File: config.mk
export PLATFORM = sky130hd
export DESIGN_NAME = mularb
export DESIGN_NICKNAME = d
export VERILOG_FILES = /design/src/rtl/mularb_pkg.sv /design/src/rtl/flopenr.sv /design/src/rtl/mularb_rrarb2.sv /design/src/rtl/mularb.sv
export SDC_FILE = /design/constraint.sdc
export NUM_CORES = 1
export LEC_CHECK = 0
export CORE_AREA = 2 2 307 309
export CTS_BUF_LIST = sky130_fd_sc_hd__clkbuf_8
export DETAILED_ROUTE_END_ITERATION = 10
export DIE_AREA = 0 0 309 311
export DONT_BUFFER_PORTS = 1
export GPL_TIMING_DRIVEN = 0
export PLACE_DENSITY_LB_ADDON = 0.08
export SYNTH_ARGS = -nofsm -noshare
export SYNTH_HDL_FRONTEND = slang
export SYNTH_SLANG_ARGS = --single-unit
export TNS_END_PERCENT = 1
File: constraint.sdc
create_clock -name clk -period 3.4 [get_ports clk]
set_clock_uncertainty 0.15 [all_clocks]
set_input_delay 0.17 -clock clk [delete_from_list [all_inputs] [get_ports clk]]
set_output_delay 0.17 -clock clk [all_outputs]
set_load 0.005 [all_outputs]
File: src/rtl/mularb_pkg.sv
// rtl/mularb_pkg.sv - shared MDU multiply encodings and round-robin grant helper
package mularb_pkg;

    localparam logic [2:0] MUL    = 3'b000;
    localparam logic [2:0] MULH   = 3'b001;
    localparam logic [2:0] MULHSU = 3'b010;
    localparam logic [2:0] MULHU  = 3'b011;

    // A lone eligible requester always wins; a tie goes to the pointer.
    function automatic logic [1:0] rr_grant(input logic [1:0] elig, input logic prio);
        if (&elig) return prio ? 2'b10 : 2'b01;
        return elig;
    endfunction

endpackage

File: src/rtl/flopenr.sv
// rtl/flopenr.sv - enabled flop with synchronous active-high reset
module flopenr #(
    parameter int WIDTH = 8
) (
    input  logic             clk,
    input  logic             reset,
    input  logic             en,
    input  logic [WIDTH-1:0] d,
    output logic [WIDTH-1:0] q
);

    always_ff @(posedge clk) begin
        if (reset)   q <= '0;
        else if (en) q <= d;
    end

endmodule

File: src/rtl/mularb_rrarb2.sv
// rtl/mularb_rrarb2.sv - two-way round-robin arbiter with priority pointer
module rrarb2
    import mularb_pkg::*;
(
    input  logic       clk,
    input  logic       reset,
    input  logic       en,
    input  logic [1:0] elig,
    output logic [1:0] grant,
    output logic       prio
);

    assign grant = rr_grant(elig, prio);

    // After a grant the pointer favours the loser.
    always_ff @(posedge clk) begin
        if (reset)                 prio <= 1'b0;
        else if (en && (|grant))   prio <= ~grant[1];
    end

endmodule

File: src/rtl/mularb.sv
// rtl/mularb.sv - two-requester arbiter/sequencer for the shared pipelined multiplier
module mularb
    import mularb_pkg::*;
#(
    parameter int XLEN = 64
) (
    input  logic              clk,
    input  logic              reset,
    input  logic [1:0]        ReqValid,
    output logic [1:0]        ReqReady,
    input  logic [XLEN-1:0]   ReqSrcA0,
    input  logic [XLEN-1:0]   ReqSrcB0,
    input  logic [XLEN-1:0]   ReqSrcA1,
    input  logic [XLEN-1:0]   ReqSrcB1,
    input  logic [2:0]        ReqFunct3_0,
    input  logic [2:0]        ReqFunct3_1,
    input  logic [1:0]        Flush,
    output logic [XLEN-1:0]   MulSrcA,
    output logic [XLEN-1:0]   MulSrcB,
    output logic [2:0]        MulFunct3,
    output logic              MulStall,
    input  logic [2*XLEN-1:0] MulProd,
    output logic [1:0]        RspValid,
    input  logic [1:0]        RspReady,
    output logic [2*XLEN-1:0] RspProd,
    output logic [XLEN-1:0]   IssueCnt0,
    output logic [XLEN-1:0]   IssueCnt1
);

    logic       SlotValid, SlotTag;
    logic       Kill, Adv, Issue, Winner, Sel, Prio;
    logic [1:0] Elig, Grant;

    assign Kill     = SlotValid & Flush[SlotTag];
    assign Adv      = ~SlotValid | Kill | RspReady[SlotTag];
    assign MulStall = ~Adv;
    assign Elig     = ReqValid & ~Flush;

    rrarb2 u_arb (
        .clk   (clk),
        .reset (reset),
        .en    (Adv),
        .elig  (Elig),
        .grant (Grant),
        .prio  (Prio)
    );

    assign ReqReady = (Adv && !reset) ? Grant : 2'b00;
    assign Issue    = |ReqReady;
    assign Winner   = Grant[1];

    // With no winner the operands still come from somewhere; the slot stays invalid.
    assign Sel       = (|Grant) ? Winner : Prio;
    assign MulSrcA   = Sel ? ReqSrcA1    : ReqSrcA0;
    assign MulSrcB   = Sel ? ReqSrcB1    : ReqSrcB0;
    assign MulFunct3 = Sel ? ReqFunct3_1 : ReqFunct3_0;

    // The slot tracks the multiplier register stage, so it shares its enable.
    flopenr #(.WIDTH(2)) u_slot (
        .clk   (clk),
        .reset (reset),
        .en    (Adv),
        .d     ({Issue, Winner}),
        .q     ({SlotValid, SlotTag})
    );

    assign RspValid[0] = SlotValid & ~SlotTag & ~Flush[0];
    assign RspValid[1] = SlotValid &  SlotTag & ~Flush[1];
    assign RspProd     = MulProd;

    always_ff @(posedge clk) begin
        if (reset) begin
            IssueCnt0 <= '0;
            IssueCnt1 <= '0;
        end else begin
            if (ReqReady[0]) IssueCnt0 <= IssueCnt0 + XLEN'(1);
            if (ReqReady[1]) IssueCnt1 <= IssueCnt1 + XLEN'(1);
        end
    end

endmodule

==> impl_metrics.tcl <==
set metrics [dict create \
    antenna_found_initial 64 \
    drv_cap 0 \
    row_count 112 \
    netlist_instances 1095 \
    clock_power_share 0.428 \
    synth-compound-area-share 0.112 \
    cts_setup_buffers 0 \
    numPortBuffers 0 \
    crit_slowest_cell "or4_1" \
    post-route-min-period_ps 3240 \
    avgSynthCellArea_um2 8.31 \
    min_from "Flush[0]" \
    critPathLaunchType "flip-flop" \
    cts_htree_levels 4 \
    via_count 9090 \
    gp_congestion 0.865 \
    path_cells "nor4bb_1 > or4_1 > buf_2 > or4_1 > buf_2 > clkbuf_1 > o31ai_1 > a21oi_1" \
    area_growth_syn_to_layout_pct 24.2 \
    synth_adder_area_share 0.00275 \
    dr.pass1.iters 5 \
    crit_arrival_ps 3490 \
    cp-startpoint "u_slot.q[1]$_SDFFE_PP0N_" \
    clkSlewWorstSetupHoldPaths_ps 90 \
    cts.path.max_buffers 2 \
    io_pins 790 \
    yosysWarnings 0 \
    reg2reg_from "u_slot.q[1]$_SDFFE_PP0N_" \
    fillers 10800 \
    grt.overflow.total 0 \
    path_class "flip-flop to flip-flop" \
    p_per_area_nw_per_um2 349 \
    p_seq_frac 0.393 \
    ir_worst_vdd_v 0.000189 \
    cts_tree "yes" \
    hold_path_class "input port to flip-flop" \
    final_cell_count_no_fill 2395 \
    numCtsBuffers 17 \
    synth_top_flop_cell "dfxtp_1" \
    fin_crit_sh 0.952 \
    p_int_mw 2.75 \
    crit_family "simple AND/OR/NAND/NOR gates" \
    cp_num_buf_inv 3 \
    route.detailed.drc 0 \
    setup_viol 0 \
    syn-cell-area_um2 9100 \
    hold_violations 0 \
    nets 1523 \
    rsz0062_at_grt "true" \
    core_um2 92800 \
    ant_nets 0 \
    synth_top_family_by_area "simple AND/OR/NAND/NOR gates" \
    viasPerCell 3.80 \
    ys_types 48 \
    relSlewSlack 0.258 \
    synthSimpleGateAreaFrac 0.257 \
    synth_mux_area_frac 0.163 \
    synth-edff-count 0 \
    die_y_um 311 \
    final_cell_mix "mux2_2, buf_4, dfxtp_1" \
    grt_first_pass_wirelength_um 94700 \
    drv_slew 0 \
    synthXorXnorAreaFrac 0.0375 \
    grt_pass1_vias 8815 \
    clk_latency_ps 550 \
    mostFrequentLayoutCell "mux2_2" \
    routed_wl_um 74200 \
    grt_max_degree 17 \
    ys_seq_elements 131 \
    drive_gt1_frac 0.291 \
    cp-end-kind "flip-flop" \
    die_w_um 309 \
    status "finished clean" \
    clockRootBuffer "clkbuf_8" \
    cp.required_ps 3660 \
    wl_per_cell_um 31.0 \
    gr-usage-all-layers 0.150 \
    path_max_fanout 10 \
    synth_seq_area_share 0.288 \
    synth_nets 1495 \
    start_util 0.0981 \
    p_switching_mw 1.20 \
    place.detailed.hpwl_um 64100 \
    synthArstFlopShare 0 \
    drt-initial-drc-count 434 \
    max_stage_delay_ps 570 \
    clock-sinks 131 \
    die-area_um2 96100 \
    fmax_mhz 309 \
    fin_tns_setup_ps 0 \
    power.leakage_nw 3.22 \
    numPlacedInstances 2350 \
    tightest_slew_ps 1100 \
    netSwitchingFraction 0.304 \
    combPwrFrac 0.180 \
]
cells by family (layout without fill, tap and decap cells):
| logic type | after synthesis | in the layout |
|---|---|---|
| simple gates | 407 | 407 |
| buf+inv | 207 | 248 |
| compound gates | 177 | 177 |
| mux | 132 | 132 |
| flops | 131 | 131 |
| xor+xnor | 39 | 39 |
| fa+ha+maj | 2 | 2 |
| other cells | 0 | 5 |
power groups by stage:
stage | Clock [mW] | Sequential [mW] | Combinational [mW]
6_report | 1.69 | 1.55 | 0.709
5_1_grt | 1.84 | 1.55 | 0.762
4_1_cts | 1.82 | 1.55 | 0.740
3_5_place_dp | 0 | 1.59 | 0.726
3_3_place_gp | 0 | 1.59 | 0.729
2_1_floorplan | 0 | 1.58 | 0.434
worst register-to-register path, stage by stage, from the launching register on:
cell	delay (ps)
dfxtp_1	350
nor4bb_1	200
or4_1	570
buf_2	220
or4_1	520
buf_2	240
clkbuf_1	410
o31ai_1	370
a21oi_1	100
synthesized netlist by cell type, drive strengths merged (2+ instances only):
| library cell | instances | share of area |
|---|---|---|
| buf | 136 | 0.11 |
| dfxtp | 131 | 0.29 |
| mux2 | 131 | 0.16 |
| a21oi | 85 | 0.047 |
| nand3 | 58 | 0.032 |
| clkbuf | 56 | 0.023 |
| nor2 | 55 | 0.023 |
| nand4 | 50 | 0.034 |
| nand2 | 49 | 0.020 |
| or4 | 47 | 0.039 |
| or3 | 45 | 0.031 |
| o21ai | 43 | 0.024 |
| o31ai | 36 | 0.030 |
| nor4 | 26 | 0.019 |
| xnor2 | 24 | 0.023 |
| nor3 | 17 | 0.0094 |
| and4 | 16 | 0.015 |
| and3 | 15 | 0.010 |
| inv | 15 | 0.0062 |
| xor2 | 15 | 0.014 |
| and2 | 8 | 0.0055 |
| nand4b | 6 | 0.0058 |
| or2 | 4 | 0.0027 |
| o21a | 3 | 0.0025 |
| o41ai | 3 | 0.0029 |
| a31o | 2 | 0.0019 |
| ha | 2 | 0.0027 |
| nand2b | 2 | 0.0014 |
| nor3b | 2 | 0.0016 |
per-layer routing:
metal	routed length, um	track usage	share of wire
met5	27	0	0.00036
met1	26200	0.154	0.35
met4	1740	0.0330	0.023
met3	8060	0.0727	0.11
met2	38100	0.274	0.51
timing repair:
item	in CTS	in global routing
resized for setup	18	8
hold buffers	8	0
hold endpoints to repair	20	0
setup endpoints to repair	146	64
pin swaps	0	1
final cells by class:
class | instances | area, um^2 | share of cell area
Clock buffer | 20 | 275 | 0.0243
Antenna cell | 5 | 12.5 | 0.00111
Inverter | 15 | 60.1 | 0.00531
Tap cell | 1254 | 1570 | 0.139
Clock inverter | 12 | 185 | 0.0164
Timing Repair Buffer | 9 | 87.6 | 0.00775
Multi-Input combinational cell | 757 | 5260 | 0.465
Buffer | 192 | 1230 | 0.109
Sequential cell | 131 | 2630 | 0.233
state kept, by name, indices dropped and copies added, names as in the netlist:
register	count
u_arb.prio	1
IssueCnt1	64
IssueCnt0	64
u_slot.q	2
through the flow:
step	utilization	hold slack [ps]	total power [mW]	setup slack, ps	area, um^2
finish	0.122	97.7	3.95	163	11300
detailed placement	0.115	246	2.31	-329	10700
global placement	0.115	251	2.32	-414	10700
global route	0.122	96.5	4.15	-92.8	11300
floorplan	-	221	2.01	748	9100
CTS	0.121	3.07	4.11	29.5	11300
final timing paths:
| path | to | slack (ps) | cells past startpoint |
|---|---|---|---|
| setup / recovery | IssueCnt1[41]$_SDFFE_PP0P_ | 160 | 8 |
| hold / removal | IssueCnt0[10]$_SDFFE_PP0P_ | 100 | 5 |
| setup reg to reg | IssueCnt1[41]$_SDFFE_PP0P_ | 160 | 8 |
| hold reg to reg | IssueCnt0[42]$_SDFFE_PP0P_ | 370 | 2 |
No activity file was read; power rests on OpenSTA's default activity.
